$ cat config.mk
export PLATFORM = sky130hd
export DESIGN_NAME = shift_reg_piso
export DESIGN_NICKNAME = d
export VERILOG_FILES = /design/src/rtl/shift_pkg.sv /design/src/rtl/shift_reg_piso.sv
export SDC_FILE = /design/constraint.sdc
export NUM_CORES = 1
export LEC_CHECK = 0
export CAP_MARGIN = 5
export CORE_ASPECT_RATIO = 1.5
export CORE_UTILIZATION = 23
export DETAILED_ROUTE_END_ITERATION = 10
export PLACE_DENSITY = 0.43
export SYNTH_ARGS = -nofsm -noshare
export SYNTH_HDL_FRONTEND = slang
export SYNTH_SLANG_ARGS = --single-unit
$ cat constraint.sdc
create_clock -name clk -period 2.87 [get_ports clk]
set_clock_uncertainty 0.1 [all_clocks]
set_input_delay 0.574 -clock clk [delete_from_list [all_inputs] [get_ports clk]]
set_output_delay 0.574 -clock clk [all_outputs]
set_load 0.02 [all_outputs]
$ cat src/rtl/shift_pkg.sv
// -----------------------------------------------------------------------------
// shift_pkg
//   Shared definitions for the shift register family (shift_reg, shift_reg_piso).
//   - Shift FSM state encoding (ST_IDLE / ST_SHIFT / ST_PAR) and its enum type.
//   - Bit-order selector values (DIR_MSB_FIRST / DIR_LSB_FIRST).
// -----------------------------------------------------------------------------
package shift_pkg;

  localparam logic [1:0] ST_IDLE  = 2'd0;
  localparam logic [1:0] ST_SHIFT = 2'd1;
  localparam logic [1:0] ST_PAR   = 2'd2;

  localparam logic DIR_MSB_FIRST = 1'b0;
  localparam logic DIR_LSB_FIRST = 1'b1;

  typedef enum logic [1:0] {
    S_IDLE  = ST_IDLE,
    S_SHIFT = ST_SHIFT,
    S_PAR   = ST_PAR
  } state_t;

endpackage : shift_pkg

$ cat src/rtl/shift_reg_piso.sv
// -----------------------------------------------------------------------------
// shift_reg_piso
//   Parallel-in / serial-out shift register. A word is taken over a
//   valid/ready handshake and then sent one bit per enabled clock, MSB-first
//   (dir=0) or LSB-first (dir=1). The bit order is latched at acceptance.
//
//   Optional feature (macro SHIFT_PISO_PARITY_EN): an even-parity bit of the
//   accepted word is sent in an extra PAR state after the last data bit.
//   Default build (macro undefined): data bits only.
//
// Parameters
//   MSB         word width in bits (>= 2)
// Ports
//   clk         rising-edge clock
//   rst         synchronous, active-high reset
//   en          shift enable; 0 stalls and holds the current bit
//   dir         0 = MSB-first, 1 = LSB-first (sampled at acceptance only)
//   load_valid  din carries a word to send
//   load_ready  block can accept a word (IDLE only)
//   din         parallel word
//   q           serial data bit
//   q_valid     q carries a valid bit this cycle
//   busy        word in flight (SHIFT or PAR)
//   done        one-cycle pulse after the final bit was consumed
// -----------------------------------------------------------------------------
module shift_reg_piso
  import shift_pkg::*;
#(
  parameter int MSB = 16
) (
  input  logic           clk,
  input  logic           rst,
  input  logic           en,
  input  logic           dir,
  input  logic           load_valid,
  output logic           load_ready,
  input  logic [MSB-1:0] din,
  output logic           q,
  output logic           q_valid,
  output logic           busy,
  output logic           done
);

  localparam int CW = $clog2(MSB);

  state_t         state;
  state_t         state_nx;
  logic [MSB-1:0] sr;
  logic [CW-1:0]  cnt;
  logic           dir_q;
  logic           accept;
  logic           last_data;
  logic           finish;
  logic           par_bit;

`ifdef SHIFT_PISO_PARITY_EN
  logic par_q;
  assign par_bit = par_q;
`else
  assign par_bit = 1'b0;
`endif

  assign accept    = load_valid && load_ready;
  // The bit currently on q is the last data bit when cnt has reached zero.
  assign last_data = (state == S_SHIFT) && en && (cnt == '0);

  // ---------------------------------------------------------------------------
  // Next-state logic
  // ---------------------------------------------------------------------------
  always_comb begin
    // NOTE: every signal driven here gets a default first, so no path can
    // leave it unassigned and infer a latch.
    state_nx = state;
    finish   = 1'b0;
    case (state)
      S_IDLE: begin
        if (accept) state_nx = S_SHIFT;
      end
      S_SHIFT: begin
        if (last_data) begin
`ifdef SHIFT_PISO_PARITY_EN
          state_nx = S_PAR;
`else
          state_nx = S_IDLE;
          finish   = 1'b1;
`endif
        end
      end
      S_PAR: begin
        if (en) begin
          state_nx = S_IDLE;
          finish   = 1'b1;
        end
      end
      default: state_nx = S_IDLE;
    endcase
  end

  // ---------------------------------------------------------------------------
  // Registers
  // ---------------------------------------------------------------------------
  always_ff @(posedge clk) begin
    // NOTE: non-blocking assignments so every register samples the values
    // from before this edge, independent of statement order.
    if (rst) begin
      state <= S_IDLE;
      sr    <= '0;
      cnt   <= '0;
      dir_q <= DIR_MSB_FIRST;
      done  <= 1'b0;
`ifdef SHIFT_PISO_PARITY_EN
      par_q <= 1'b0;
`endif
    end else begin
      state <= state_nx;
      done  <= finish;
      if (accept) begin
        sr    <= din;
        dir_q <= dir;
        cnt   <= CW'(MSB - 1);
`ifdef SHIFT_PISO_PARITY_EN
        par_q <= ^din;
`endif
      end else if ((state == S_SHIFT) && en) begin
        // Zero fill means sr is empty again once the word has left.
        if (dir_q == DIR_LSB_FIRST) sr <= {1'b0, sr[MSB-1:1]};
        else                        sr <= {sr[MSB-2:0], 1'b0};
        if (cnt != '0) cnt <= cnt - 1'b1;
      end
    end
  end

  // ---------------------------------------------------------------------------
  // Outputs
  // ---------------------------------------------------------------------------
  assign load_ready = (state == S_IDLE);
  assign busy       = (state == S_SHIFT) || (state == S_PAR);
  assign q_valid    = busy;

  always_comb begin
    q = 1'b0;
    if (state == S_SHIFT)    q = (dir_q == DIR_MSB_FIRST) ? sr[MSB-1] : sr[0];
    else if (state == S_PAR) q = par_bit;
  end

endmodule : shift_reg_piso

# Word-level counts from Yosys, hierarchy flattened
# Cells that the tools add are included.
[totals]
ram_bits = 0
regBits = 24
latch_bits = 0
word_cells = 37
n_memories = 0
inputBits = 21
mem_bits_ro = 0
out_inout_bits = 5
[op_classes]
n_mul = 0
shift = 0
n_eq_ne = 5
n_mux = 15
n_addsub = 1
n_reduce_logical = 11
magnitude_cmp = 0
bitwise = 0
n_div = 0
[op_table]
columns = ["cell", "n"]
rows = [
  ["two-way mux 16 bit", 3],
  ["two-way mux 4 bit", 3],
  ["two-way mux 2 bit", 3],
  ["one-hot mux 2 bit (3 select lines)", 1],
  ["zero test 4 bit", 1],
  ["two-way mux 1 bit", 4],
  ["inequality test 2 bit (second input constant)", 2],
  ["nonzero test 2 bit", 2],
  ["nonzero test 4 bit", 1],
  ["subtractor 4 x 1 -> 4 bit (second input constant)", 1],
  ["logical AND 1 bit", 3],
  ["AND reduction 3 bit", 1],
  ["equality test 2 x 1 -> 1 bit (second input constant)", 1],
  ["equality test 2 bit (second input constant)", 1],
  ["zero test 2 bit", 1],
  ["inequality test 2 x 1 -> 1 bit (second input constant)", 1],
  ["one-hot mux 1 bit (2 select lines)", 1],
  ["AND reduction 2 bit", 1],
  ["logical OR 1 bit", 1],
]

# Logic depth before layout (Yosys ltp)
[logic_depth]
word_depth = 5
mapped_depth = 6

# Worst setup path after synthesis
# OpenSTA, ideal clock, no wires.
[synth_timing]
kind = "reg-to-output"
start = "register state[0]"
end = "output port q"
stages_incl_launch_ff = 3
arrival_time_ns = 1.089
required_ns = 2.196
n_path_buf = 0
slack_ns = 1.107
cell_sequence = "dfxtp_1 > inv_1 > nor2_1"
[synth_between]
elab_chain_len = 2
[synth_rtl]
columns = ["element", "line_no", "source"]
rows = [
  ["start, declared", "shift_reg_piso.sv:46", "state_t state;"],
  ["start signal, assigned", "shift_reg_piso.sv:115", "state <= state_nx;"],
  ["equality test 2 x 1 -> 1 bit", "shift_reg_piso.sv:142", "if (state == S_SHIFT) q = (dir_q == DIR_MSB_FIRST) ? sr[MSB-1] : sr[0];"],
  ["two-way mux 1 bit", "shift_reg_piso.sv:142", ""],
  ["end, declared", "shift_reg_piso.sv:38", "output logic q,"],
]
# Every way passes these cells.

# Worst setup path in the final report
# Ends and elaborated chain as after synthesis.

==> impl_results.md <==
* RSZ-0062 raised after global routing: no
* Ys Warns at 0
* PwrDens at about 470 mW/mm^2
* Vias in the first global route at about 1.1k
* Pre-antenna DRT Iters at 4
* Diode count at 0
* I/O pins at 26
* NetSw at ~220 uW
* CP Data Required Time at 2.20 ns
* Core Area at about 0.0052 mm^2
* Worst setup EP type: primary output
* Average size of a mapped cell at about 8.8 um^2
* First-pass GRT wire length at ~5500 um
* Achievable frequency at about 440 MHz
* Input/output buffers at 25
* Fillers at ~550
* Gate power share at 22.8%
* Vias per Instance at ~4.9
* Vias post-DR at roughly 1.1k
* Net Sw Frac at roughly 30%
* WL/cell at roughly 14 um
* VDD IR max at roughly 150 uV
* Part of the Yosys area used for sequential elements at ~36%
* Gr ovfl total at 0
* Most frequent cells in the layout: clkdlybuf4s50_1, dfxtp_1, nor2_1, a211oi_1
* Kind of critical path: reg2out
* Relative slew slack at ~61%
* Post-layout nets at ~190
* Post-synth design cell area at ~0.0013 mm^2
* Final setup violation count at 0
* Flop pwr share at slightly below 50%
* Final HPWL DP at about 2200 um
* Final WL at ~3200 um
* Placer Congestion at 0.717
* Register-to-Register Path Depth at 4
* Clock Power Share at 27.9%
* CTS Root Cell: clkbuf_8
* Synth Instances at 144
* Yosys top cell by area: dfxtp_1
* Sequential Area at ~460 um^2
* CP startpoint kind: flip-flop
* Final Hold Fails at 0
* Worst hold slack at approximately 0.39 ns
* Area of the multi-input gates at around 710 um^2
* Ranking of synthesized cells by area: dfxtp_1, a211oi_1, nand3b_1
* Row count at 32
* Post CTS Setup Buffer Count at 0
* Hold-fix buffers at CTS at 0
* Status: completed
* Residual DRC count at 0
* Cts repair resizes at 0
* Reg clk slew, reported paths at ~0.090 ns
* Layout area overhead at 25.0%
* Worst min-delay path category: reg2reg
* Worst-Margin Slew at between 0.5 and 0.6 ns
* Area fraction of the dominant cell type after synthesis at a little over a third
* TritonCTS Buffers at 3
* Worst skew pair latency at between 0.2 and 0.3 ns
* Crit Path Max Fanout at 9
* Share of cells above drive strength 1 at 7.36%
* Clk sinks at 23
* FF+latch count, synth at 23
* Antenna Violating Nets Remaining at 0
* Most common cell after layout, fill and taps aside: clkdlybuf4s50_1
* Post-layout min period at 2.25 ns
* Die width at between 60 and 70 um
* TritonCTS clock tree: done
* CTS H-tree depth at 1
* Die Ht at between 90 and 100 um
* Library cells used by synthesis at 29
* CTS max path bufs at 2
* Global Route Usage Sum at 11.9%
* Starting Density at around 24%
* P_int at 532 uW
* Tcrit/Tclk final at between 70% and 80%
* Initial DRC count at 39
* Setup TNS at 0 ns
* Crit path DAT at ~1.6 ns
* Largest net degree at the start of global routing at 32
* Antenna violations before repair at 0
* Slew Viols, Final at 0
* Die area at about 0.0058 mm^2
* P_leak at 0.000556 uW
* Synthesized Nets at roughly 170
* Number of max-cap violations at 0
* Hold Path Stages at 2
[cell families (layout without fill, tap and decap cells)]
group                      count (synthesis)  after routing  synth area share [%]
and+or+nand+nor                           61             61                  29.7
AOI/OAI and AO/OA                         41             41                  23.6
DFF                                       23             23                  36.2
buffers and inverters                     16             35                  7.68
adders and majority gates                  2              2                  1.97
muxes                                      1              1                 0.787
[synthesized netlist by cell type, drive strengths merged]
library cell and number:
a21bo 1, a211oi 16, nand2 3, dfxtp 23, a32oi 1, nand3 2
nor2 16, ha 2, nor3 4, a311oi 2, and2 1, a21oi 4
a31oi 1, o31ai 14, o22ai 2, nand2b 1, nor2b 9, nand4b 1
and2b 7, or2b 1, clkbuf 4, inv 3, buf 9, mux2i 1
or3b 2, nand3b 14
[registers in the layout, summed over array words and instances (netlist names)]
name / flops
cnt: 4
done: 1
sr: 16
dir_q: 1
state: 1
[layout make-up]
type | instances | area share, %
sequential | 23 | 29.0
inverter | 3 | 0.709
timing repair buffer | 28 | 17.2
clock buffer | 3 | 2.60
clock inverter | 1 | 0.315
tap | 68 | 5.35
multi-input combinational | 105 | 44.9
[critical path, cell delays in order (launching register included)]
cell	delay, ns
dfxtp_1	0.50
inv_1	0.10
nor2_1	0.11
clkdlybuf4s50_1	0.60
[routing by layer]
metal | GRT usage, % | routed length [um] | part of all wire (%)
met1 | 15.1 | 1460 | 45
met2 | 20.5 | 1620 | 50
met3 | 1.34 | 100 | 3.1
met4 | 4.07 | 29 | 0.90
met5 | 0 | 0 | 0
[power by group through the flow]
stage	combinational, uW	sequential (uW)	clock (uW)
2_1_floorplan	121	373	0
3_3_place_gp	172	378	0
3_5_place_dp	172	378	0
4_1_cts	174	371	218
5_1_grt	193	376	232
6_report	171	371	210
[worst paths after layout]
| path | slack, ns | end | from |
|---|---|---|---|
| setup / recovery | 0.62 | q | state[0] |
| hold / removal | 0.39 | sr[0] | sr[0] |
| setup reg to reg | 1.25 | sr[9] | state[0] |
| hold reg to reg | 0.39 | sr[0] | sr[0] |
[stage by stage]
step	instance area [um^2]	utilization (%)	total power [uW]	cells	worst slack, ns
final	1590	30.3	752	231	0.616
after global routing	1590	30.3	802	231	0.539
after CTS	1590	30.3	763	231	0.590
after detailed placement	1540	29.4	550	227	0.684
after global placement	1540	29.4	551	227	0.733
after floorplan	1270	-	494	144	1.11
Note: power is estimated with default switching activity, not from simulation.
